**src/rtl/mcu_mem_pkg.sv**
```systemverilog
`default_nettype none
// ============================================================================
// Module      : mcu_mem_pkg
// Description : Shared memory-subsystem definitions.
//               - Arbiter direction encoding (MEM_RD / MEM_WR).
//               - Default minimum request-hold time, shared with the arbiter.
//               - L2 requester FSM state encoding.
//               - Debug-name helper that returns the state name as packed ASCII.
// Revision    : 1.0 - initial release
// ============================================================================
package mcu_mem_pkg;

    localparam logic MEM_RD = 1'b0;
    localparam logic MEM_WR = 1'b1;

    // The arbiter only honours a request that stays up for this many cycles.
    localparam int DEF_MIN_REQ_HOLD = 2;

    typedef enum logic [2:0] {
        ST_IDLE    = 3'd0,
        ST_HOLD    = 3'd1,
        ST_WAIT    = 3'd2,
        ST_XFER    = 3'd3,
        ST_RELEASE = 3'd4
    } l2_req_state_t;

    // Seven-character, space-padded state name for debug buses and traces.
    function automatic logic [55:0] l2_req_state_name(input l2_req_state_t st);
        case (st)
            ST_IDLE:    return "IDLE   ";
            ST_HOLD:    return "HOLD   ";
            ST_WAIT:    return "WAIT   ";
            ST_XFER:    return "XFER   ";
            ST_RELEASE: return "RELEASE";
            default:    return "UNKNOWN";
        endcase
    endfunction

endpackage
`default_nettype wire

```
**src/rtl/l2_req_fifo.sv**
```systemverilog
`default_nettype none
// ============================================================================
// Module      : l2_req_fifo
// Description : Synchronous command FIFO of {rw, addr, wdata} with a
//               fall-through head. Also exposes the direction of the entry
//               behind the head so the requester can decide whether a
//               back-to-back beat is possible without dropping the request.
// Ports       : clk_166M66, mcu_sys_rst      clock / sync active-high reset
//               i_push, i_push_*             write side (ignored when full)
//               i_pop                        remove head (ignored when empty)
//               o_full, o_empty              status from registered count
//               o_head_*                     current head entry
//               o_next_valid, o_next_rw      entry behind the head
// Revision    : 1.0 - initial release
// ============================================================================
module l2_req_fifo #(
    parameter int ADDR_W = 32,
    parameter int DATA_W = 32,
    parameter int DEPTH  = 4
) (
    input  logic              clk_166M66,
    input  logic              mcu_sys_rst,
    input  logic              i_push,
    input  logic              i_push_rw,
    input  logic [ADDR_W-1:0] i_push_addr,
    input  logic [DATA_W-1:0] i_push_wdata,
    input  logic              i_pop,
    output logic              o_full,
    output logic              o_empty,
    output logic              o_head_rw,
    output logic [ADDR_W-1:0] o_head_addr,
    output logic [DATA_W-1:0] o_head_wdata,
    output logic              o_next_valid,
    output logic              o_next_rw
);

    localparam int c_PTR_W   = $clog2(DEPTH);
    localparam int c_ENTRY_W = 1 + ADDR_W + DATA_W;

    logic [c_ENTRY_W-1:0] r_mem [DEPTH];
    logic [c_PTR_W-1:0]   r_wr_ptr;
    logic [c_PTR_W-1:0]   r_rd_ptr;
    logic [c_PTR_W:0]     r_count;

    logic                 w_push;
    logic                 w_pop;
    logic [c_PTR_W-1:0]   w_next_ptr;

    assign o_full     = (r_count == (c_PTR_W+1)'(DEPTH));
    assign o_empty    = (r_count == '0);
    assign w_push     = i_push && !o_full;
    assign w_pop      = i_pop && !o_empty;
    assign w_next_ptr = r_rd_ptr + c_PTR_W'(1);

    assign {o_head_rw, o_head_addr, o_head_wdata} = r_mem[r_rd_ptr];
    assign o_next_valid = (r_count >= (c_PTR_W+1)'(2));
    assign o_next_rw    = r_mem[w_next_ptr][c_ENTRY_W-1];

    // Storage needs no reset: the pointers and count define validity.
    always_ff @(posedge clk_166M66) begin
        if (w_push) begin
            r_mem[r_wr_ptr] <= {i_push_rw, i_push_addr, i_push_wdata};
        end
    end

    always_ff @(posedge clk_166M66) begin
        if (mcu_sys_rst) begin
            r_wr_ptr <= '0;
            r_rd_ptr <= '0;
            r_count  <= '0;
        end else begin
            if (w_push) begin
                r_wr_ptr <= r_wr_ptr + c_PTR_W'(1);
            end
            if (w_pop) begin
                r_rd_ptr <= w_next_ptr;
            end
            case ({w_push, w_pop})
                2'b10:   r_count <= r_count + (c_PTR_W+1)'(1);
                2'b01:   r_count <= r_count - (c_PTR_W+1)'(1);
                default: r_count <= r_count;
            endcase
        end
    end

endmodule
`default_nettype wire

```
**src/rtl/l2_mem_requester.sv**
```systemverilog
`default_nettype none
// ============================================================================
// Module      : l2_mem_requester
// Description : L2-side front end of the memory bus arbiter. Queues L2
//               commands, raises the L2 request/rw pair while respecting the
//               arbiter's minimum hold time, performs one bus beat per
//               command while grant and bus enable are both high, and returns
//               a one-cycle completion to L2. A grant/enable drop before the
//               ack abandons the beat and retries it from the same head.
// Ports       : clk_166M66 / mcu_sys_rst           clock, sync active-high reset
//               i_cmd_* / o_cmd_ready              L2 command push
//               o_rsp_*                            completion pulse to L2
//               o_l2_requesting, o_l2_rw           request to arbiter
//               i_l2_allow, i_data_bus_enable      arbiter grant / enable
//               o_mem_*, i_mem_rdata, i_mem_ack    memory bus beat
// Revision    : 1.0 - initial release
// ============================================================================
module l2_mem_requester
    import mcu_mem_pkg::*;
#(
    parameter int ADDR_W       = 32,
    parameter int DATA_W       = 32,
    parameter int DEPTH        = 4,
    parameter int MIN_REQ_HOLD = DEF_MIN_REQ_HOLD
) (
    input  logic              clk_166M66,
    input  logic              mcu_sys_rst,
    input  logic              i_cmd_valid,
    output logic              o_cmd_ready,
    input  logic              i_cmd_rw,
    input  logic [ADDR_W-1:0] i_cmd_addr,
    input  logic [DATA_W-1:0] i_cmd_wdata,
    output logic              o_rsp_valid,
    output logic              o_rsp_rw,
    output logic [DATA_W-1:0] o_rsp_rdata,
    output logic              o_l2_requesting,
    output logic              o_l2_rw,
    input  logic              i_l2_allow,
    input  logic              i_data_bus_enable,
    output logic [ADDR_W-1:0] o_mem_addr,
    output logic [DATA_W-1:0] o_mem_wdata,
    input  logic [DATA_W-1:0] i_mem_rdata,
    input  logic              i_mem_ack
);

    localparam int c_HOLD_W = $clog2(MIN_REQ_HOLD + 1);

    l2_req_state_t        r_state;
    l2_req_state_t        w_state_nxt;
    logic                 r_l2_rw;
    logic                 w_l2_rw_nxt;
    logic [c_HOLD_W-1:0]  r_hold_cnt;

    logic                 w_full;
    logic                 w_empty;
    logic                 w_head_rw;
    logic [ADDR_W-1:0]    w_head_addr;
    logic [DATA_W-1:0]    w_head_wdata;
    logic                 w_next_valid;
    logic                 w_next_rw;

    logic                 w_push;
    logic                 w_requesting;
    logic                 w_grant;
    logic                 w_beat_done;
    logic                 w_hold_done;

    logic                 r_rsp_valid;
    logic                 r_rsp_rw;
    logic [DATA_W-1:0]    r_rsp_rdata;

    assign o_cmd_ready  = !w_full && !mcu_sys_rst;
    assign w_push       = i_cmd_valid && o_cmd_ready;
    assign w_requesting = (r_state == ST_HOLD) || (r_state == ST_WAIT) ||
                          (r_state == ST_XFER);
    assign w_grant      = i_l2_allow && i_data_bus_enable;
    assign w_beat_done  = (r_state == ST_XFER) && w_grant && i_mem_ack;
    // Counts the current cycle, so leaving at the end of it satisfies the hold.
    assign w_hold_done  = (int'(r_hold_cnt) + 1) >= MIN_REQ_HOLD;

    l2_req_fifo #(
        .ADDR_W (ADDR_W),
        .DATA_W (DATA_W),
        .DEPTH  (DEPTH)
    ) u_fifo (
        .clk_166M66   (clk_166M66),
        .mcu_sys_rst  (mcu_sys_rst),
        .i_push       (w_push),
        .i_push_rw    (i_cmd_rw),
        .i_push_addr  (i_cmd_addr),
        .i_push_wdata (i_cmd_wdata),
        .i_pop        (w_beat_done),
        .o_full       (w_full),
        .o_empty      (w_empty),
        .o_head_rw    (w_head_rw),
        .o_head_addr  (w_head_addr),
        .o_head_wdata (w_head_wdata),
        .o_next_valid (w_next_valid),
        .o_next_rw    (w_next_rw)
    );

    always_ff @(posedge clk_166M66) begin
        if (mcu_sys_rst) begin
            r_state    <= ST_IDLE;
            r_l2_rw    <= MEM_RD;
            r_hold_cnt <= '0;
        end else begin
            r_state <= w_state_nxt;
            r_l2_rw <= w_l2_rw_nxt;
            if (w_requesting) begin
                if (int'(r_hold_cnt) < MIN_REQ_HOLD) begin
                    r_hold_cnt <= r_hold_cnt + c_HOLD_W'(1);
                end
            end else begin
                r_hold_cnt <= '0;
            end
        end
    end

    // Direction is only ever reloaded from IDLE/RELEASE, where the request is
    // low, so the arbiter never sees rw move under a live request.
    always_comb begin
        w_state_nxt = r_state;
        w_l2_rw_nxt = r_l2_rw;
        case (r_state)
            ST_IDLE, ST_RELEASE: begin
                if (!w_empty) begin
                    w_state_nxt = ST_HOLD;
                    w_l2_rw_nxt = w_head_rw;
                end else begin
                    w_state_nxt = ST_IDLE;
                end
            end
            ST_HOLD: begin
                // HOLD is also the tail of a completion that came too early;
                // then the head is absent or points the other way.
                if (w_hold_done) begin
                    if (w_empty || (w_head_rw != r_l2_rw)) begin
                        w_state_nxt = ST_RELEASE;
                    end else if (w_grant) begin
                        w_state_nxt = ST_XFER;
                    end else begin
                        w_state_nxt = ST_WAIT;
                    end
                end
            end
            ST_WAIT: begin
                if (w_grant) begin
                    w_state_nxt = ST_XFER;
                end
            end
            ST_XFER: begin
                if (!w_grant) begin
                    w_state_nxt = ST_WAIT;
                end else if (i_mem_ack) begin
                    if (w_next_valid && (w_next_rw == r_l2_rw)) begin
                        w_state_nxt = ST_XFER;
                    end else if (w_hold_done) begin
                        w_state_nxt = ST_RELEASE;
                    end else begin
                        w_state_nxt = ST_HOLD;
                    end
                end
            end
            default: begin
                w_state_nxt = ST_IDLE;
            end
        endcase
    end

    always_ff @(posedge clk_166M66) begin
        if (mcu_sys_rst) begin
            r_rsp_valid <= 1'b0;
            r_rsp_rw    <= 1'b0;
            r_rsp_rdata <= '0;
        end else begin
            r_rsp_valid <= w_beat_done;
            r_rsp_rw    <= w_beat_done && w_head_rw;
            r_rsp_rdata <= (w_beat_done && (w_head_rw == MEM_RD)) ? i_mem_rdata : '0;
        end
    end

    assign o_rsp_valid     = r_rsp_valid;
    assign o_rsp_rw        = r_rsp_rw;
    assign o_rsp_rdata     = r_rsp_rdata;
    assign o_l2_requesting = w_requesting;
    assign o_l2_rw         = r_l2_rw;
    assign o_mem_addr      = (r_state == ST_XFER) ? w_head_addr  : '0;
    assign o_mem_wdata     = (r_state == ST_XFER) ? w_head_wdata : '0;

endmodule
`default_nettype wire

```
**config.mk**
```make
export PLATFORM = sky130hd
export DESIGN_NAME = l2_mem_requester
export DESIGN_NICKNAME = d
export VERILOG_FILES = /design/src/rtl/mcu_mem_pkg.sv /design/src/rtl/l2_req_fifo.sv /design/src/rtl/l2_mem_requester.sv
export SDC_FILE = /design/constraint.sdc
export NUM_CORES = 1
export LEC_CHECK = 0
export CAP_MARGIN = 40
export CORE_UTILIZATION = 55
export DETAILED_ROUTE_END_ITERATION = 12
export DONT_BUFFER_PORTS = 1
export PLACE_DENSITY = 0.75
export SYNTH_ARGS = -nofsm -noshare
export SYNTH_HDL_FRONTEND = slang
export SYNTH_SLANG_ARGS = --single-unit
```
**constraint.sdc**
```tcl
create_clock -name clk_166M66 -period 6.5 [get_ports clk_166M66]
set_input_delay 0.65 -clock clk_166M66 [delete_from_list [all_inputs] [get_ports clk_166M66]]
set_output_delay 0.65 -clock clk_166M66 [all_outputs]
set_load 0.05 [all_outputs]
```
==> run_results.csv, run 1 <==
group,metric,value,unit
synthesis,synthesis.area,11700,µm²
hold_path,min_from,"mcu_sys_rst",
timing,maxSlewViolCount,0,
setup_path,endpoint_kind,"primary output",
floorplanning,fp.dieArea,21800,µm²
synthesis,syn_inst,596,
global_route,grt_pass1_vias,5860,
clocking,postCtsSetupBuffers,0,
power_and_ir_drop,leakagePower,4.24,nW
detailed_routing,antenna_nets_post_route,0,
timing,setup_viol_count_final,0,
placed_design,dp_hpwl,13200,µm
floorplanning,start_util,56.8,%
detailed_routing,detailroute.via_count,5360,
floorplanning,die_width,148,µm
global_route,global_route.overflow_total,0,
timing,timing.hold.ws,176,ps
synthesis,synthesis.yosys.warnings,0,
floorplanning,die_height,148,µm
setup_path,ff2ff_setup_slack,3530,ps
detailed_routing,drt_pass1_iterations,4,
power_and_ir_drop,power_per_cell_area,323,nW/µm²
timing,max-slew-margin-rel,40.2,%
clocking,clock_root_buffer,"sky130_fd_sc_hd__clkbuf_16",
setup_path,critical_path_class,"register to primary output",
clocking,clock_tree.buffer_depth,3,
cells_and_area,final_core_util,64.0,%
clocking,cts.reportedPaths.clkPinSlew,60,ps
placed_design,buffer_ports.inserted,0,
run,max_cap_viol,0,
detailed_routing,drt_drc_violations_left,0,
global_route,global_route.usage.total,20.8,%
setup_path,cp_max_fo,35,
synthesis,synth_area_leaders,"sky130_fd_sc_hd__edfxtp_1, sky130_fd_sc_hd__mux4_2, sky130_fd_sc_hd__dfxtp_1",
setup_path,worst_ep_required_time,5850,ps
placed_design,dp_cells,845,
cells_and_area,nNetsFinal,717,
global_route,wire_length_of_the_first_global_routing_pass,33900,µm
timing,clock-skew-final,6.78,ps
synthesis,synth_fp_nets,706,
global_route,antenna_found_initial,0,
clocking,skew_pair_late_insertion_delay,540,ps
detailed_routing,via_per_inst,5.95,
outcome,result_of_the_run,"finished, final reports clean",
synthesis,synth_area_leader_cell,"sky130_fd_sc_hd__edfxtp_1",
power_and_ir_drop,vdd_ir_drop_max,248,µV
synthesis,syn_avg_cell_area,19.6,µm²
timing,fmax,0.276,GHz
hold_path,timing.hold.worst.class,"primary input to register",
timing,final.min_clock_period,3630,ps
cells_and_area,area_growth_syn_to_layout,12.6,%
setup_path,worstReg2RegStart,"r_state[0]",
synthesis,number_of_synthesized_flops_with_an_enable_pin,260,
placed_design,dp_slack,3290,ps
cells_and_area,num_antenna_cells,0,
clocking,cts-htree-levels,1,
setup_path,start_kind,"register",
synthesis,synthMostInstantiatedCell,"sky130_fd_sc_hd__edfxtp_1",
timing,grt_setup_unrepaired,"no",
clocking,postCtsResizedCells,0,
floorplanning,floorplan.rows,52,
setup_path,worst_ep_arrival_time,2980,ps
placed_design,gp_routability_congestion,0.783,
timing,worst_pin_slew,893,ps
timing,final_cycle_utilization_of_the_critical_path,55.8,%
clocking,numClockSinks,309,
clocking,cts_hold_buf,0,
synthesis,synth-async-reset-ratio,0,%
synthesis,yosys.area.top_type_share,66.8,%
cells_and_area,layout-drive-gt1-share,21.7,%
synthesis,postSynthRegisterBits,309,
floorplanning,core-area,20600,µm²
global_route,grt_max_degree,45,
timing,final_hold_viol_count,0,
synthesis,synth_sequential_area_ratio,75.2,%
synthesis,dominantRegCellSynth,"sky130_fd_sc_hd__edfxtp_1",
timing,setup_tns,0,ps
synthesis,synth_cell_types,42,
detailed_routing,drt_iter0_markers,275,
floorplanning,io_pins,204,
detailed_routing,wl_per_cell,24.3,µm
cells_and_area,post_layout_nonfiller_instances,901,
detailed_routing,wl,21900,µm
clocking,numCtsBuffers,30,
clocking,tritoncts,"done",
timing,setup_ws,2870,ps
synthesis,yosys-top-cells-count,"sky130_fd_sc_hd__edfxtp_1, sky130_fd_sc_hd__and2_1, sky130_fd_sc_hd__mux4_2",
registers in the layout (all words and copies together) (netlist names), named ones only:
| signal | flops |
|---|---|
| o_rsp_rw | 1 |
| o_rsp_valid | 1 |
| u_fifo.r_wr_ptr | 2 |
| u_fifo.r_count | 3 |
| o_l2_rw | 1 |
| r_hold_cnt | 2 |
| o_rsp_rdata | 32 |
| u_fifo.r_rd_ptr | 2 |
| r_state | 3 |
| u_fifo.r_mem | 260 |
cell type report:
type	count	area, µm²
clock buffer	32	779
clock inverter	24	363
sequential	309	8800
timing repair buffer	8	165
multi-input combinational	247	2670
fill	1395	7410
inverter	11	41.3
tap	270	338
through the flow:
| step | instance area [µm²] | total power [W] |
|---|---|---|
| 2_1_floorplan | 11700 | 0.00232 |
| 3_3_place_gp | 11900 | 0.00234 |
| 3_5_place_dp | 12000 | 0.00235 |
| 4_1_cts | 13200 | 0.00429 |
| 5_1_grt | 13200 | 0.00438 |
| 6_report | 13200 | 0.00425 |
layout by cell type (no fill, tap or decap), types with 2 or more instances in the layout:
cell / synthesis / layout
sky130_fd_sc_hd__clkinv_2: 0 / 4
sky130_fd_sc_hd__dfxtp_1: 49 / 47
sky130_fd_sc_hd__nand2b_1: 2 / 2
sky130_fd_sc_hd__a21oi_1: 9 / 9
sky130_fd_sc_hd__bufinv_16: 0 / 9
sky130_fd_sc_hd__dfxtp_4: 0 / 2
sky130_fd_sc_hd__clkinvlp_4: 0 / 4
sky130_fd_sc_hd__inv_1: 10 / 10
sky130_fd_sc_hd__nand3_1: 5 / 5
sky130_fd_sc_hd__mux4_2: 66 / 66
sky130_fd_sc_hd__edfxtp_1: 260 / 260
sky130_fd_sc_hd__buf_12: 0 / 2
sky130_fd_sc_hd__xnor2_1: 3 / 3
sky130_fd_sc_hd__xor2_1: 5 / 5
sky130_fd_sc_hd__or3_1: 3 / 3
sky130_fd_sc_hd__clkbuf_16: 0 / 31
sky130_fd_sc_hd__nand2_1: 3 / 3
sky130_fd_sc_hd__buf_16: 0 / 4
sky130_fd_sc_hd__nor2_1: 14 / 14
sky130_fd_sc_hd__buf_4: 1 / 2
sky130_fd_sc_hd__nor4_1: 2 / 2
sky130_fd_sc_hd__nor3_1: 6 / 6
sky130_fd_sc_hd__and2_1: 102 / 98
sky130_fd_sc_hd__clkinv_1: 0 / 3
sky130_fd_sc_hd__and2_4: 0 / 4
sky130_fd_sc_hd__clkinv_4: 0 / 3
sky130_fd_sc_hd__ha_1: 6 / 6
worst max-delay path, cell delays in order (launching register included):
cell	delay [ps]
sky130_fd_sc_hd__dfxtp_4	750
sky130_fd_sc_hd__buf_4	690
sky130_fd_sc_hd__mux4_2	590
sky130_fd_sc_hd__and2_1	360
layer usage:
metal,vias to the layer above,global-route usage [%],wire (µm)
li1,2328,-,-
met1,2782,24.5,8060
met2,214,37.4,11700
met3,36,5.28,1670
met4,0,6.34,453
met5,-,0,0
where the power goes:
part | total [W] | switching [W] | internal, W
logic | 0.0000946 | 0.0000552 | 0.0000394
registers | 0.00221 | 0.0000173 | 0.00220
clock network | 0.00195 | 0.000720 | 0.00123
path summary, 6_finish.rpt:
kind                        to  cells past startpoint
min                    o_l2_rw                      1
max              o_mem_addr[7]                      3
min reg2reg      r_hold_cnt[1]                      2
max reg2reg  u_fifo.r_count[2]                     10
logic make-up after synthesis:
logic type / synth area share, %
and+or+nand+nor: 7.42
adders and majority gates: 0.814
buffers and inverters: 2.00
muxes: 12.8
DFF: 75.2
xor gates and xnor gates: 0.600
AOI/OAI and AO/OA: 1.12
Power figures use the tool's default switching activity.
==> run 2: changes to the inputs <==
--- a/config.mk
+++ b/config.mk
@@ -5,6 +5,7 @@
 export SDC_FILE = /design/constraint.sdc
 export NUM_CORES = 1
 export LEC_CHECK = 0
+export ABC_AREA = 1
 export CAP_MARGIN = 40
 export CORE_UTILIZATION = 55
 export DETAILED_ROUTE_END_ITERATION = 12
==> constraint.sdc (replaced) <==
create_clock -name clk_166M66 -period 3.8 [get_ports clk_166M66]
set_input_delay 0.38 -clock clk_166M66 [delete_from_list [all_inputs] [get_ports clk_166M66]]
set_output_delay 0.38 -clock clk_166M66 [all_outputs]
set_load 0.05 [all_outputs]
==> run 2 against run 1 <==
  * Combinational power grew to 3.2 times the previous value
  * Sequential cell count is the same
  * Wire length grew 17%
  * Clock-buffer cell count grew 13
  * Via count grew 46%
  * Critical path type unchanged
  * Critical endpoint is now o_mem_addr[9]
==> run_results.csv, run 2 <==
group,metric,value,unit
outcome,result_of_the_run,"finished, final reports clean",
detailed_routing,antenna_nets_post_route,0,
cells_and_area,multiInputGateArea,2600,µm²
detailed_routing,wl,25600,µm
floorplanning,die_width,149,µm
setup_path,worst_ep_required_time,3420,ps
timing,final_cycle_utilization_of_the_critical_path,83.0,%
clocking,tritoncts,"done",
detailed_routing,drt_pass1_iterations,5,
global_route,global_route.usage.total,23.3,%
power_and_ir_drop,vdd_ir_drop_max,376,µV
synthesis,yosys-top-cells-count,"sky130_fd_sc_hd__nor2_1, sky130_fd_sc_hd__edfxtp_1, sky130_fd_sc_hd__o21ai_0",
cells_and_area,nFillCells,1419,
timing,grt_setup_unrepaired,"no",
hold_path,timing.hold.worst.class,"primary input to register",
global_route,grt_use_met1,29.7,%
timing,final_hold_viol_count,0,
cells_and_area,sequential_cell_area,8790,µm²
clocking,skew_pair_late_insertion_delay,530,ps
synthesis,synth_area_leader_cell,"sky130_fd_sc_hd__edfxtp_1",
synthesis,yosys.area.top_type_share,65.9,%
timing,fmax,0.317,GHz
setup_path,endpoint_kind,"primary output",
setup_path,critPathSlowestCell,"sky130_fd_sc_hd__dfxtp_4",
clocking,numClockSinks,309,
clocking,clock_root_buffer,"sky130_fd_sc_hd__clkbuf_16",
floorplanning,core-area,21100,µm²
floorplanning,start_util,56.2,%
cells_and_area,nNetsFinal,1273,
global_route,global_route.overflow_total,0,
placed_design,dp_cells,1308,
timing,maxSlewViolCount,0,
cells_and_area,largest_register_ffs,260,
clocking,cts.reportedPaths.clkPinSlew,70,ps
synthesis,synthesis.area,11800,µm²
clocking,numCtsBuffers,30,
detailed_routing,via_per_inst,5.34,
placed_design,gp_routability_congestion,0.819,
synthesis,syn_avg_cell_area,11.8,µm²
clocking,clock_tree.buffer_depth,3,
power_and_ir_drop,leakagePower,5.46,nW
setup_path,crit_chain,"clkinv_2 > buf_4 > o21ai_0 > a21oi_1 > buf_4",
synthesis,synthesis.yosys.warnings,0,
setup_path,critical_path_class,"register to primary output",
placed_design,dp_hpwl,13900,µm
timing,final.min_clock_period,3160,ps
detailed_routing,detailroute.via_count,7807,
synthesis,syn_inst,1005,
synthesis,synth_cell_types,25,
global_route,grt_max_degree,66,
global_route,use_met3,4.77,%
synthesis,dominantRegCellSynth,"sky130_fd_sc_hd__edfxtp_1",
synthesis,synth-async-reset-ratio,0,%
synthesis,synthMostInstantiatedCell,"sky130_fd_sc_hd__nor2_1",
timing,setup_tns,0,ps
setup_path,critical-path-top-cell-by-count,"sky130_fd_sc_hd__buf_4",
synthesis,postSynthRegisterBits,309,
setup_path,cp_max_fo,46,
floorplanning,io_pins,204,
synthesis,synth_fp_nets,1115,
floorplanning,fp.dieArea,22100,µm²
floorplanning,floorplan.rows,53,
global_route,antenna_found_initial,1,
synthesis,synth_sequential_area_ratio,74.2,%
cells_and_area,final_core_util,69.4,%
global_route,wire_length_of_the_first_global_routing_pass,40300,µm
synthesis,number_of_synthesized_flops_with_an_enable_pin,260,
run,max_cap_viol,0,
cells_and_area,max_flop_register,"u_fifo.r_mem",
global_route,top_usage_layer,"met2",
global_route,grt_pass1_vias,8041,
detailed_routing,wl_per_cell,17.5,µm
power_and_ir_drop,power_per_cell_area,485,nW/µm²
clocking,postCtsSetupBuffers,0,
clocking,cts-htree-levels,1,
detailed_routing,drt_iter0_markers,473,
timing,clock-skew-final,10.4,ps
placed_design,buffer_ports.inserted,0,
cells_and_area,layout-drive-gt1-share,12.3,%
cells_and_area,area_growth_syn_to_layout,23.5,%
floorplanning,die_height,149,µm
cells_and_area,post_layout_nonfiller_instances,1463,
setup_path,worst_path_largest_cell_delay,620,ps
global_route,met2_usage,40.7,%
clocking,postCtsResizedCells,0,
synthesis,synth_area_leaders,"sky130_fd_sc_hd__edfxtp_1, sky130_fd_sc_hd__nor2_1, sky130_fd_sc_hd__dfxtp_1",
cells_and_area,layout_commonest_cell,"sky130_fd_sc_hd__nor2_1",
cells_and_area,mostFrequentLayoutCells,"sky130_fd_sc_hd__nor2_1, sky130_fd_sc_hd__edfxtp_1, sky130_fd_sc_hd__o21ai_0",
timing,max-slew-margin-rel,42.9,%
timing,worst_pin_slew,856,ps
setup_path,worst_ep_arrival_time,2780,ps
timing,setup_viol_count_final,0,
detailed_routing,drt_drc_violations_left,0,
setup_path,start_kind,"register",
run 2: layout make-up:
type	count	share of cell area, %
flip-flops and latches	309	60.1
repair buffers	179	10.9
inverters	65	1.68
well taps	275	2.35
clock buffers	45	6.59
clock inverters	11	0.573
diodes	1	0.0171
multi-input cells	578	17.7
run 2: final timing paths:
path	startpoint	to	slack, ps	cells past startpoint
worst max-delay path	register	o_mem_addr[9]	640	5
worst min-delay path	mcu_sys_rst	register	20	2
worst max register to register	register	o_rsp_rdata[3]	1130	7
worst min register to register	r_hold_cnt[0]	r_hold_cnt[0]	480	2
run 2: report_power, final:
part / internal (W) / switching [W]
clock: 0.00182 / 0.00119
combinational: 0.000120 / 0.000183
sequential: 0.00375 / 0.0000276
run 2: timing repair:
item,in CTS,in global routing
hold buffers,98,0
setup endpoints to repair,0,0
endpoints found under the hold margin,298,0
run 2: cell families (layout without fill, tap and decap cells):
family / after synthesis / after routing / synth area share (%)
AO/OA/AOI/OAI: 216 / 216 / 9.23
buffers and inverters: 118 / 300 / 4.13
adder cells (fa/ha/maj): 7 / 7 / 0.803
flip-flops: 309 / 309 / 74.2
other: 0 / 1 / 0
AND/OR/NAND/NOR: 355 / 355 / 11.6
run 2: worst max-delay path: cells and delay by family (launching register included):
kind / cells / cell delay (ps)
flip-flops: 1 / 620
AO/OA/AOI/OAI: 2 / 400
buffers and inverters: 3 / 1180
run 2: metrics by stage:
| step | hold slack [ps] | total power [W] | setup WS, ps | area [µm²] |
|---|---|---|---|---|
| after global placement | 446 | 0.00403 | 1260 | 12600 |
| after CTS | 2.37 | 0.00714 | 591 | 14600 |
| after global routing | 15.4 | 0.00731 | 409 | 14600 |
| after detailed placement | 446 | 0.00404 | 1180 | 12600 |
| after floorplan | 442 | 0.00399 | -323 | 11900 |
| final | 17.5 | 0.00710 | 644 | 14600 |
run 2: metal layers:
metal | up-vias | wire (µm)
li1 | 3750 | -
met1 | 3732 | 10400
met2 | 294 | 12900
met3 | 31 | 1930
met4 | 0 | 397
met5 | - | 0
